`src/rtl/cyber_player.sv`:
```
// Computer opponent for Cyber War: issues one-clock press pulses when a
// 10-bit LFSR falls below the difficulty setting, with a refractory gap.
module cyber_player #(
  parameter int unsigned LFSR_W = 10,
  parameter int unsigned GAP    = 2
) (
  input  logic              clk,
  input  logic              reset,
  input  logic              tick,
  input  logic              freeze,
  input  logic [8:0]        SW,
  output logic              press,
  output logic [LFSR_W-1:0] lfsr
);

  localparam int unsigned       CNT_W = $clog2(GAP + 1);
  localparam logic [CNT_W-1:0]  GAP_C = CNT_W'(GAP);
  localparam logic [LFSR_W-1:0] SEED  = LFSR_W'(1);

  logic [LFSR_W-1:0] r_lfsr;
  logic [CNT_W-1:0]  r_cnt;
  logic              r_press;

  logic [LFSR_W-1:0] w_lfsr_nxt;
  logic [CNT_W-1:0]  w_cnt_nxt;
  logic              w_press_nxt;
  logic              w_req;

  always_comb begin
    w_lfsr_nxt  = r_lfsr;
    w_cnt_nxt   = r_cnt;
    w_press_nxt = 1'b0;
    // Request compares against the pre-update LFSR value.
    w_req       = (r_lfsr < LFSR_W'(SW));
    if (tick) begin
      if (r_lfsr == '0)
        w_lfsr_nxt = SEED;
      else
        w_lfsr_nxt = {r_lfsr[LFSR_W-2:0], r_lfsr[9] ^ r_lfsr[6]};

      if (freeze) begin
        w_cnt_nxt = '0;
      end else if (r_cnt != '0) begin
        w_cnt_nxt = r_cnt - CNT_W'(1);
      end else if (w_req) begin
        w_press_nxt = 1'b1;
        w_cnt_nxt   = GAP_C;
      end
    end
  end

  always_ff @(posedge clk or negedge reset) begin
    if (!reset) begin
      r_lfsr  <= SEED;
      r_cnt   <= '0;
      r_press <= 1'b0;
    end else begin
      r_lfsr  <= w_lfsr_nxt;
      r_cnt   <= w_cnt_nxt;
      r_press <= w_press_nxt;
    end
  end

  assign press = r_press;
  assign lfsr  = r_lfsr;

endmodule

```
`config.mk`:
```
export PLATFORM = sky130hd
export DESIGN_NAME = cyber_player
export DESIGN_NICKNAME = d
export VERILOG_FILES = /design/src/rtl/cyber_player.sv
export SDC_FILE = /design/constraint.sdc
export NUM_CORES = 1
export LEC_CHECK = 0
export ABC_AREA = 1
export BUFFER_PORTS_ARGS = -buffer_cell sky130_fd_sc_hd__buf_2
export CAP_MARGIN = 20
export CORE_MARGIN = 5
export CORE_UTILIZATION = 35
export DETAILED_ROUTE_END_ITERATION = 10
export REMOVE_ABC_BUFFERS = 1
export SETUP_SLACK_MARGIN = 0.2
export SLEW_MARGIN = 25
export SYNTH_ARGS = -nofsm -noshare
export SYNTH_HDL_FRONTEND = slang
export SYNTH_SLANG_ARGS = --single-unit
```
`constraint.sdc`:
```
create_clock -name clk -period 1.4 [get_ports clk]
set_input_delay 0 -clock clk [delete_from_list [all_inputs] [get_ports clk]]
set_output_delay 0 -clock clk [all_outputs]
set_load 0.005 [all_outputs]
```
==> impl_metrics.py <==
metrics = {
    "clocking": {
        "htree_levels": 1,
        "clockBufferDepth": 2,
        "cts-buffers-inserted": 3,
        "tritoncts": "built",
        "cts_root_buf": "clkbuf_4",
        "clkSlewWorstSetupHoldPaths_ns": 0.08,
        "cts.sinks": 13,
        "cts_setup_buffers": 0,
        "clk_latency_ns": 0.27,
    },
    "die": {
        "die_area_sq_um": 3500,
        "dieHeight_um": 59.2,
        "fp-row-count": 17,
        "die_w_um": 59.2,
        "start_util": 0.376,
        "core_sq_um": 2250,
        "boundaryPins": 24,
    },
    "logic_synthesis": {
        "ys_warn_count": 0,
        "avgSynthCellArea_sq_um": 7.56,
        "synth_top_area_cell": "dfrtp_1",
        "ys_top_cells_by_count": "nand2_1, inv_1, dfrtp_1, ha_1, o21ai_0",
        "yosysUniqueCellTypes": 18,
        "synth-seq-cells": 13,
        "ys_async_sr_fraction": 1.00,
        "synth.most_common_cell": "nand2_1",
        "netlist_area_sq_um": 847,
        "synth_ff_type": "dfrtp_1",
        "synth_top_area_share": 0.355,
        "netlist_instances": 112,
        "synth_edf_count": 0,
        "synth.area.top_cells": "dfrtp_1, ha_1, nand2_1",
        "synth_seq_area_share": 0.386,
    },
    "setup_path": {
        "start_kind": "flop",
        "cp.required_ns": 1.57,
        "r2r_end": "r_cnt[0]",
        "r2r-start": "lfsr[3]",
        "cp.arrival_ns": 1.57,
        "r2r_cells": 10,
        "critPathKind": "flop to flop",
        "reg2reg_slack_ns": 0.007,
        "cp-end-kind": "flop",
        "crit_fanout": 4,
    },
    "finish": {
        "finalNetCount": 171,
        "layout-drive-gt1-share": 0.429,
        "fin_cells": 175,
        "fill_cells": 231,
        "areaGrowthSynthToFinish_pct": 44.9,
        "diodes": 0,
    },
    "timing": {
        "relSlewSlack": 0.790,
        "finalSetupViolations": 0,
        "finalSetupTns_ns": 0,
        "postLayoutSetupSlackWorst_ns": 0.00671,
        "hold_violations": 0,
        "slew_violations": 0,
        "rsz0062_at_grt": "true",
        "fin_crit_sh": 0.995,
        "tightest_slew_ns": 0.312,
        "max_freq_mhz": 718,
        "min_period_ns": 1.39,
        "skew_ns": 0.00115,
    },
    "power_and_ir_drop": {
        "p_per_area_nw_per_um2": 1200,
        "ir_drop_mv": 0.598,
        "p_leak_nw": 0.648,
    },
    "placement": {
        "hpwl_um": 1610,
        "port_buffers": 23,
        "place.gp.congestion": 0.756,
        "pre_cts_ws_ns": 0.0288,
        "placed_cells": 169,
    },
    "run": {
        "max-cap-violations": 0,
    },
    "global_route": {
        "antenna_found_initial": 0,
        "grt-ovfl-total": 0,
        "grt_pass1_wl_um": 3540,
        "grt_max_degree": 14,
        "grt_pass1_vias": 819,
        "grt_usage": 0.133,
    },
    "drt": {
        "drtIter0Drc": 14,
        "antenna_left": 0,
        "drt_pass1_iterations": 4,
        "vias": 817,
        "drt-total-wl_um": 2130,
        "wl_per_cell_um": 12.1,
        "viasPerCell": 4.67,
        "drc": 0,
    },
    "run_status": {
        "outcome": "finished, final reports clean",
    },
    "hold_path": {
        "hold_path_end": "lfsr[0]",
        "holdPathStages": 3,
        "hold_start": "tick",
        "min_path_type": "primary input to flop",
    },
}
==> worst max-delay path by stage <==
stage,start,to,cells past startpoint
floorplan,lfsr[8],r_cnt[0],8
global placement,lfsr[8],r_cnt[1],7
global route,lfsr[3],r_cnt[0],10
CTS,lfsr[5],r_cnt[1],10
detailed placement,lfsr[8],r_cnt[0],7
finish,lfsr[3],r_cnt[0],10
==> timing repair <==
item,in CTS,in global routing
endpoints found under the hold margin,14,0
resized for setup,11,13
hold buffers,2,0
setup endpoints to repair,3,4
pin swaps,12,8
==> area by class of cell <==
class | instances | area (sq um) | area share
well taps | 28 | 35.0 | 0.0285
clock buffers | 4 | 26.3 | 0.0214
multi-input cells | 71 | 543 | 0.442
repair buffers | 33 | 199 | 0.162
flip-flops and latches | 13 | 327 | 0.266
inverters | 26 | 97.6 | 0.0795
==> stage by stage <==
| step | power (W) | util | instance area, sq um | hold WS, ns |
|---|---|---|---|---|
| floorplan | 0.000859 | - | 837 | -0.296 |
| global placement | 0.00108 | 0.464 | 1050 | -0.0864 |
| detailed placement | 0.00110 | 0.464 | 1050 | -0.0879 |
| CTS | 0.00141 | 0.513 | 1160 | 0.0470 |
| global route | 0.00162 | 0.544 | 1230 | 0.0642 |
| finish | 0.00147 | 0.544 | 1230 | 0.0588 |
==> worst max-delay path, stage by stage (launching register included) <==
cell	delay [ns]
dfrtp_1	0.42
ha_4	0.28
nand2_1	0.05
nand2_1	0.07
nand2_1	0.06
nand2_1	0.07
nand2_2	0.06
nand3_4	0.11
nand2_4	0.06
nand2_2	0.07
nand2_1	0.04
==> logic make-up (layout without fill, tap and decap cells) <==
group	count (synthesis)	count (layout)	synth area share
AND/OR/NAND/NOR	50	50	0.275
adder cells (fa/ha/maj)	10	10	0.148
buffers and inverters	28	63	0.127
AO/OA/AOI/OAI	11	11	0.0650
flip-flops	13	13	0.386
==> layer usage <==
layer  part of all wire  routed length [um]  up-vias  global-route usage
met3              0.063                 133        2              0.0283
li1                   -                   -      411                   -
met1               0.41                 879      384               0.177
met5                  0                   0        -                   0
met2               0.52                1110       20               0.209
met4             0.0028                   6        0              0.0485
==> placed cells by master, fill, tap and decap left out, drive strengths merged, types with 2 or more instances in the layout <==
cell,Yosys,layout
nor2,10,10
inv,26,26
dfrtp,12,12
o21ai,10,10
ha,10,10
nor3,2,2
buf,2,31
nand3,6,6
clkbuf,0,4
dlygate4sd3,0,2
nand4,2,2
nand2,30,30
==> registers in the layout, summed over array words and instances, names as in the netlist <==
name / flops
lfsr: 10
press: 1
r_cnt: 2
==> power by group <==
group / switching [W] / internal (W) / leakage (nW)
clock: 0.000129 / 0.000110 / 0.0150
sequential: 0.0000812 / 0.000467 / 0.166
combinational: 0.000369 / 0.000318 / 0.467
No activity file was read; power rests on OpenSTA's default activity.
